## config.mk

```make
export PLATFORM = sky130hd
export DESIGN_NAME = pc_sequencer
export DESIGN_NICKNAME = d
export VERILOG_FILES = /design/src/rtl/pc_sequencer.sv
export SDC_FILE = /design/constraint.sdc
export NUM_CORES = 1
export LEC_CHECK = 0
export CAP_MARGIN = 25
export CORE_ASPECT_RATIO = 1.2
export CORE_UTILIZATION = 55
export DETAILED_ROUTE_END_ITERATION = 10
export GPL_ROUTABILITY_DRIVEN = 0
export PLACE_DENSITY = 0.8
export SLEW_MARGIN = 10
export SYNTH_ARGS = -nofsm -noshare
export SYNTH_HDL_FRONTEND = slang
export SYNTH_SLANG_ARGS = --single-unit
```

## constraint.sdc

```tcl
create_clock -name clk -period 6.25 [get_ports clk]
set_input_delay 1.25 -clock clk [delete_from_list [all_inputs] [get_ports clk]]
set_output_delay 1.25 -clock clk [all_outputs]
set_load 0.005 [all_outputs]
```

## src/rtl/pc_sequencer.sv

```systemverilog
// pc_sequencer: registered program counter with next-PC selection and a
// circular return-address stack (RAS) for return-target prediction.
//
// Ports:
//   clk, rst_n      rising-edge clock, asynchronous active-low reset
//   stall           hold pc, RAS and flags this cycle
//   instruction     instruction at current pc (branch imm [15:0], jump index [25:0])
//   branch/not_eq/zero  conditional branch control (BEQ/BNE)
//   jump, call      J/JAL; call only meaningful together with jump
//   ret, reg_target JR redirect and its register operand
//   pc              current PC register
//   next_pc         combinational PC loaded at the next unstalled edge
//   ras_top         predicted return address (0 when RAS empty)
//   ras_count       number of valid RAS entries
//   ras_overflow    sticky: push while full
//   ras_underflow   sticky: pop while empty
//   ret_mispredict  one-cycle pulse after a ret whose target differed from ras_top
//   align_err       sticky: ret with a misaligned reg_target
module pc_sequencer #(
  parameter int unsigned         XLEN      = 32,
  parameter logic [XLEN-1:0]     RESET_PC  = '0,
  parameter int unsigned         RAS_DEPTH = 4
) (
  input  logic            clk,
  input  logic            rst_n,
  input  logic            stall,
  input  logic [31:0]     instruction,
  input  logic            branch,
  input  logic            not_eq,
  input  logic            zero,
  input  logic            jump,
  input  logic            call,
  input  logic            ret,
  input  logic [XLEN-1:0] reg_target,
  output logic [XLEN-1:0] pc,
  output logic [XLEN-1:0] next_pc,
  output logic [XLEN-1:0] ras_top,
  output logic [4:0]      ras_count,
  output logic            ras_overflow,
  output logic            ras_underflow,
  output logic            ret_mispredict,
  output logic            align_err
);

  localparam int unsigned      PTR_W  = (RAS_DEPTH > 1) ? $clog2(RAS_DEPTH) : 1;
  localparam logic [PTR_W-1:0] LAST   = PTR_W'(RAS_DEPTH - 1);
  localparam logic [4:0]       DEPTH5 = 5'(RAS_DEPTH);

  logic [XLEN-1:0]  ras_mem [RAS_DEPTH];
  logic [PTR_W-1:0] top_idx;
  logic [PTR_W-1:0] idx_inc;
  logic [PTR_W-1:0] idx_dec;

  logic [XLEN-1:0] pc_plus4;
  logic [XLEN-1:0] br_offset;
  logic [XLEN-1:0] br_target;
  logic [XLEN-1:0] jmp_target;
  logic [XLEN-1:0] ret_target;
  logic            taken;
  logic            do_call;
  logic            do_push;
  logic            do_pop;
  logic            do_repl;
  logic            ras_empty;
  logic            ras_full;

  // Opcode bits are decoded upstream; only the immediate/index fields matter here.
  logic unused_opcode;
  assign unused_opcode = ^instruction[31:26];

  assign pc_plus4   = pc + XLEN'(4);
  assign br_offset  = {{(XLEN-18){instruction[15]}}, instruction[15:0], 2'b00};
  assign br_target  = pc_plus4 + br_offset;
  assign jmp_target = {pc_plus4[XLEN-1:28], instruction[25:0], 2'b00};
  assign ret_target = {reg_target[XLEN-1:2], 2'b00};
  assign taken      = branch & (zero ^ not_eq);

  // call is only a push qualifier for jump; a bare call is ignored.
  assign do_call = jump & call;
  assign do_push = do_call & ~ret;
  assign do_pop  = ret & ~do_call;
  assign do_repl = ret & do_call;

  assign ras_empty = (ras_count == 5'd0);
  assign ras_full  = (ras_count == DEPTH5);
  assign ras_top   = ras_empty ? '0 : ras_mem[top_idx];

  // Explicit wrap so non-power-of-two depths stay circular.
  assign idx_inc = (top_idx == LAST) ? '0 : top_idx + PTR_W'(1);
  assign idx_dec = (top_idx == '0) ? LAST : top_idx - PTR_W'(1);

  always_comb begin
    next_pc = pc_plus4;
    if (ret)
      next_pc = ret_target;
    else if (jump)
      next_pc = jmp_target;
    else if (taken)
      next_pc = br_target;
  end

  always_ff @(posedge clk or negedge rst_n) begin
    if (!rst_n) begin
      pc             <= RESET_PC;
      top_idx        <= '0;
      ras_count      <= '0;
      ras_overflow   <= 1'b0;
      ras_underflow  <= 1'b0;
      ret_mispredict <= 1'b0;
      align_err      <= 1'b0;
      for (int unsigned i = 0; i < RAS_DEPTH; i++)
        ras_mem[i] <= '0;
    end else if (stall) begin
      ret_mispredict <= 1'b0;
    end else begin
      pc             <= next_pc;
      ret_mispredict <= ret & ~ras_empty & (ras_top != ret_target);
      if (ret && (reg_target[1:0] != 2'b00))
        align_err <= 1'b1;

      // A combined ret+call on an empty stack behaves as a plain push.
      if (do_push || (do_repl && ras_empty)) begin
        ras_mem[idx_inc] <= pc_plus4;
        top_idx          <= idx_inc;
        if (ras_full)
          ras_overflow <= 1'b1;
        else
          ras_count <= ras_count + 5'd1;
      end else if (do_repl) begin
        ras_mem[top_idx] <= pc_plus4;
      end else if (do_pop) begin
        if (ras_empty) begin
          ras_underflow <= 1'b1;
        end else begin
          ras_count <= ras_count - 5'd1;
          top_idx   <= idx_dec;
        end
      end
    end
  end

endmodule

```

# == Word-level counts from Yosys, hierarchy flattened ==
# Index checks and enable logic that the tools add are counted.
# op_classes
n_addsub,6
n_lt_le_gt_ge,4
eq_ne,6
n_mux,27
bitwise,16
reduce_logical,16
# op_table
op,n
$bwmux W128,2
$mux W128,2
$mux W32,8
$demux W32 S2,2
$bmux W32 S2,1
$add A32 B3 Y32 const B,1
$add A32 B32 Y32,1
$ne A32 B32 Y1,1
$mux W5,5
$mux W2,6
$reduce_and A5 Y1,2
$and A1 B1 Y1,7
$ge A3 B3 Y1 const B,2
$lt A3 B1 Y1 const B,2
$not A1 Y1,6
$not A2 Y3,2
$reduce_bool A2 Y1,3
$add A5 B1 Y5 const B,1
$eq A5 B3 Y1 const B,1
$logic_not A5 Y1,1
$sub A5 B1 Y5 const B,1
$logic_and A1 B1 Y1,4
$ne A2 B1 Y1 const B,2
$reduce_and A2 Y1,2
10 further kinds,10
# totals
regBits,171
elab_cells,86

# == Logic depth before layout (Yosys ltp) ==
# logic_depth
depth_word,9
depth_mapped,17

# == Worst setup path before layout ==
# No wires, ideal clock.
# synth_timing
path_type,reg2out
startpoint,register pc[2]
endpoint,output next_pc[31]
t_arrival_ps,3615
required_time_ps,5000
slack_ps,1385
path_stages_with_launch,18
n_path_buf,0
path_cell_list,dfrtp_1 -> ha_1 -> inv_1 -> nor4_1 -> and2_1 -> nand4_1 -> xor2_1 -> inv_1 -> ha_1 -> a21oi_1 -> o211ai_1 -> a21oi_1 -> nand3_1 -> a311oi_1 -> a21oi_1 -> xnor2_1 -> nor3_1 -> o31ai_1
# synth_between
elab_chain_len,5
# synth_lines
element,line_no,rtl
"start, declared",35,"output logic [XLEN-1:0] pc,"
"start signal, assigned",116,pc <= next_pc;
$add A32 B3 Y32 (*),71,assign pc_plus4 = pc + XLEN'(4);
$add A32 B32 Y32,73,assign br_target = pc_plus4 + br_offset;
$mux W32,98,else if (taken)
$mux W32 (*),96,else if (jump)
$mux W32 (*),94,if (ret)
"end, declared",36,"output logic [XLEN-1:0] next_pc,"
# Every way passes the cells marked *; elsewhere a longest branch is shown, timed or not.

# == Worst setup path after layout ==
# layout_timing
startpoint,register pc[6]
endpoint,output next_pc[31]
# Same word-level chain as after synthesis.

==> metrics.md <==
| Metric | Value |
|---|---|
| Avg Cell Area, Syn | between 9 and 10 um2 |
| FMAX | approximately 0.16 GHz |
| Crit end category | primary output |
| Crit path kind | flip-flop to primary output |
| P_sw | about 2.3 mW |
| Sequential Power Share | between 30 and 40% |
| Status | finished, final reports clean |
| Clk pwr share | 18.5% |
| Drt pass-1 iters | 7 |
| Fin. max-slew vios | 0 |
| WL/cell | between 20 and 25 um |
| Crit-path max FO | 6 |
| Vias post-DR | 10300 |
| Drc violations | 0 |
| Worst EP required | about 5.0 ns |
| Share of cells above drive strength 1 | ~14% |
| Num rows | between 50 and 60 |
| Layout Nets | 1496 |
| Initial antenna violation count | 0 |
| Pleak | roughly 5.9 nW |
| Synth area leaders | dfrtp_1 39%, a21oi_1 7.1%, mux4_2 6.5%, ha_1 5.2%, nor2_1 5.1% |
| Fillers | between 1000 and 1500 |
| Synth Register Bits | approximately 170 |
| Worst hold margin | around 0.47 ns |
| Synth top area share | roughly two fifths |
| Period utilization | 97.8% |
| Initial DRC count | roughly 1100 |
| Post-DRT Antenna Nets | 0 |
| Hold violation count in the final report | 0 |
| Maximum vdd drop | ~0.37 mV |
| Clock transition at path regs | 0.08 ns |
| First-pass GRT wire length | roughly 55 mm |
| IO Pins | roughly 180 |
| Total core area | around 20000 um2 |
| Post-route setup slack | 0.135 ns |
| Final setup viols | 0 |
| Synth unique cells | 64 |
| Die ar. | 20700 um2 |
| DP HPWL | between 20 and 25 mm |
| CTS buffer count | 17 |
| Setup WS pre-CTS | between 0.1 and 0.15 ns |
| Die Ht | between 150 and 200 um |
| Worst Clk Skew | roughly 0.015 ns |
| I/O Buffers | 171 |
| RSZ-0062 raised after global routing | yes |
| Hold crit path type | flip-flop to flip-flop |
| YS warnings | 0 |
| GRT Residual Overflow | 0 |
| Clock Latency Late Sink | 0.44 ns |
| Multi-input gate area | 6410 um2 |
| Pint | about 3.8 mW |
| CTS H-tree depth | 4 |
| Min Tclk post-route | around 6.1 ns |
| GRT Util Overall | about 35% |
| Cell Pwr Density | 438 nW/um2 |
| Post-route cell area | around 14000 um2 |
| Net Sw Frac | 38.1% |
| CTS Root Cell | clkbuf_16 |
| Comb pwr share | between 50% and 60% |
| CTS sink cnt | about 170 |
| Area of the mapped netlist | between 10000 and 15000 um2 |
| Net Count, Synth | about 1300 |
| Post-Synthesis Cells | 1198 |
| Die Wd | approximately 130 um |
| Dpl cell area | ~13000 um2 |
| Via density | 6.27 |
| N_diodes | 0 |
| Reg area | 4290 um2 |
| Sequential area share after synthesis | between 30 and 40% |
| Async set-reset flop share out of synthesis | 100% |
| Clock Path Buffers | 2 |
| EDFF count, synth | 0 |
| Post-Route WL | between 30 and 40 mm |
| Area Overhead vs Synth | 26.3% |
| Worst rel slew slack | between 40% and 50% |
| CTS tree | done |
| Synth Flop Type | dfrtp_1 |
| Cts hold-fix bufs | 0 |
| Largest area contributor in the netlist | dfrtp_1 |
| CP arrival | between 4 and 5 ns |
| Measured slew at the worst slew-check pin | just under 0.9 ns |
| CP Launch Type | flip-flop |
| Max_cap viols | 0 |
| Vias in the first global route | approximately 10000 |
| Pin count of the biggest net entering global routing | 69 |
| Initial Util | 56.3% |
-- critical path, cell delays in order (launching register included) --
cell	delay, ns
dfrtp_1	0.52
nand4_4	0.17
nor4_4	0.39
buf_4	0.17
xnor2_1	0.35
inv_1	0.16
ha_1	0.43
nand2_1	0.08
nor3_1	0.23
o2111ai_1	0.23
nand3_1	0.21
a311oi_2	0.15
a21oi_2	0.20
xor2_1	0.19
a21boi_0	0.11
o31ai_1	0.28
clkdlybuf4s50_1	0.55
-- synth_stat cells, types with 36 or more instances --
cell type	instances
mux2_2	47
o21ai_0	60
clkbuf_1	45
xnor2_1	40
nand2_1	82
and2_1	36
inv_1	57
a21oi_1	157
ha_1	46
dfrtp_1	171
nor2_1	149
-- final timing paths --
| kind | from | cells past startpoint | slack (ns) | endpoint |
|---|---|---|---|---|
| setup / recovery | pc[6] | 16 | 0.14 | next_pc[31] |
| hold / removal | ras_overflow | 1 | 0.47 | ras_overflow |
| setup reg to reg | pc[6] | 17 | 1.98 | pc[27] |
| hold reg to reg | ras_overflow | 1 | 0.47 | ras_overflow |
| max in group asynchronous | rst_n | 2 | 4.24 | pc[2] |
| min in group asynchronous | rst_n | 1 | 0.80 | ras_count[2] |
-- metrics by stage --
stage	instances	setup TNS, ns	power (mW)	utilization [%]
finish	1649	0	6.12	71.1
detailed placement	1611	0	4.90	67.1
floorplan	1198	0	3.65	-
global route	1649	-0.217	6.46	71.1
CTS	1643	0	6.06	70.4
global placement	1611	0	4.80	67.1
-- kinds of logic after synthesis --
logic type / after synthesis / share of synthesized area (%)
DFF: 171 / 38.7
muxes: 88 / 12.1
and+or+nand+nor: 369 / 15.7
xor gates and xnor gates: 73 / 5.86
adders and majority gates: 48 / 5.57
buffers and inverters: 121 / 4.24
AOI/OAI and AO/OA: 328 / 17.8
-- per-layer routing --
layer | track usage (%) | wire length, um
met1 | 42.2 | 13300
met2 | 58.5 | 17100
met3 | 5.93 | 2690
met5 | 0 | 0
met4 | 19.8 | 1990
-- power groups by stage --
stage	Combinational (mW)	Sequential [mW]	Clock, mW
3_5_place_dp	2.98	1.92	0
4_1_cts	3.03	1.91	1.13
2_1_floorplan	1.87	1.78	0
5_1_grt	3.30	1.98	1.18
3_3_place_gp	2.91	1.89	0
6_report	3.07	1.92	1.13
-- layout by cell type (no fill, tap or decap), types with 9 or more instances in the layout --
master           count
a211oi_1             9
buf_4               48
a21oi_1            155
nor3_1               9
clkbuf_16           17
inv_1               57
nand4_1             13
nor2_1             149
dfrtp_1            165
a22oi_1             10
ha_1                46
o21ai_0             59
clkdlybuf4s50_1    169
a21o_1              13
nand2_1             82
mux4_2              32
xor2_1              29
xnor2_1             39
nand3_1             29
mux2_2              47
o31ai_1             16
and2_1              35
-- registers in the layout, summed over array words and instances (netlist names) --
| signal | flops |
|---|---|
| align_err | 1 |
| pc | 32 |
| ras_count | 5 |
| ras_mem | 128 |
| ras_overflow | 1 |
| ras_underflow | 1 |
| ret_mispredict | 1 |
| top_idx | 2 |
-- cell type report --
| class | instances | area share [%] |
|---|---|---|
| multi-input combinational | 906 | 46.0 |
| sequential | 171 | 30.7 |
| timing repair buffer | 219 | 14.8 |
| clock buffer | 17 | 3.05 |
| tap | 261 | 2.34 |
| inverter | 60 | 1.61 |
| clock inverter | 15 | 1.44 |
-- what timing repair did --
item | 4_1_cts | 5_1_grt
resized for setup | 2 | 21
pin swaps | 0 | 5
endpoints found under the setup margin | 2 | 11
buffers inserted | 0 | 6
Power figures use the tool's default switching activity.
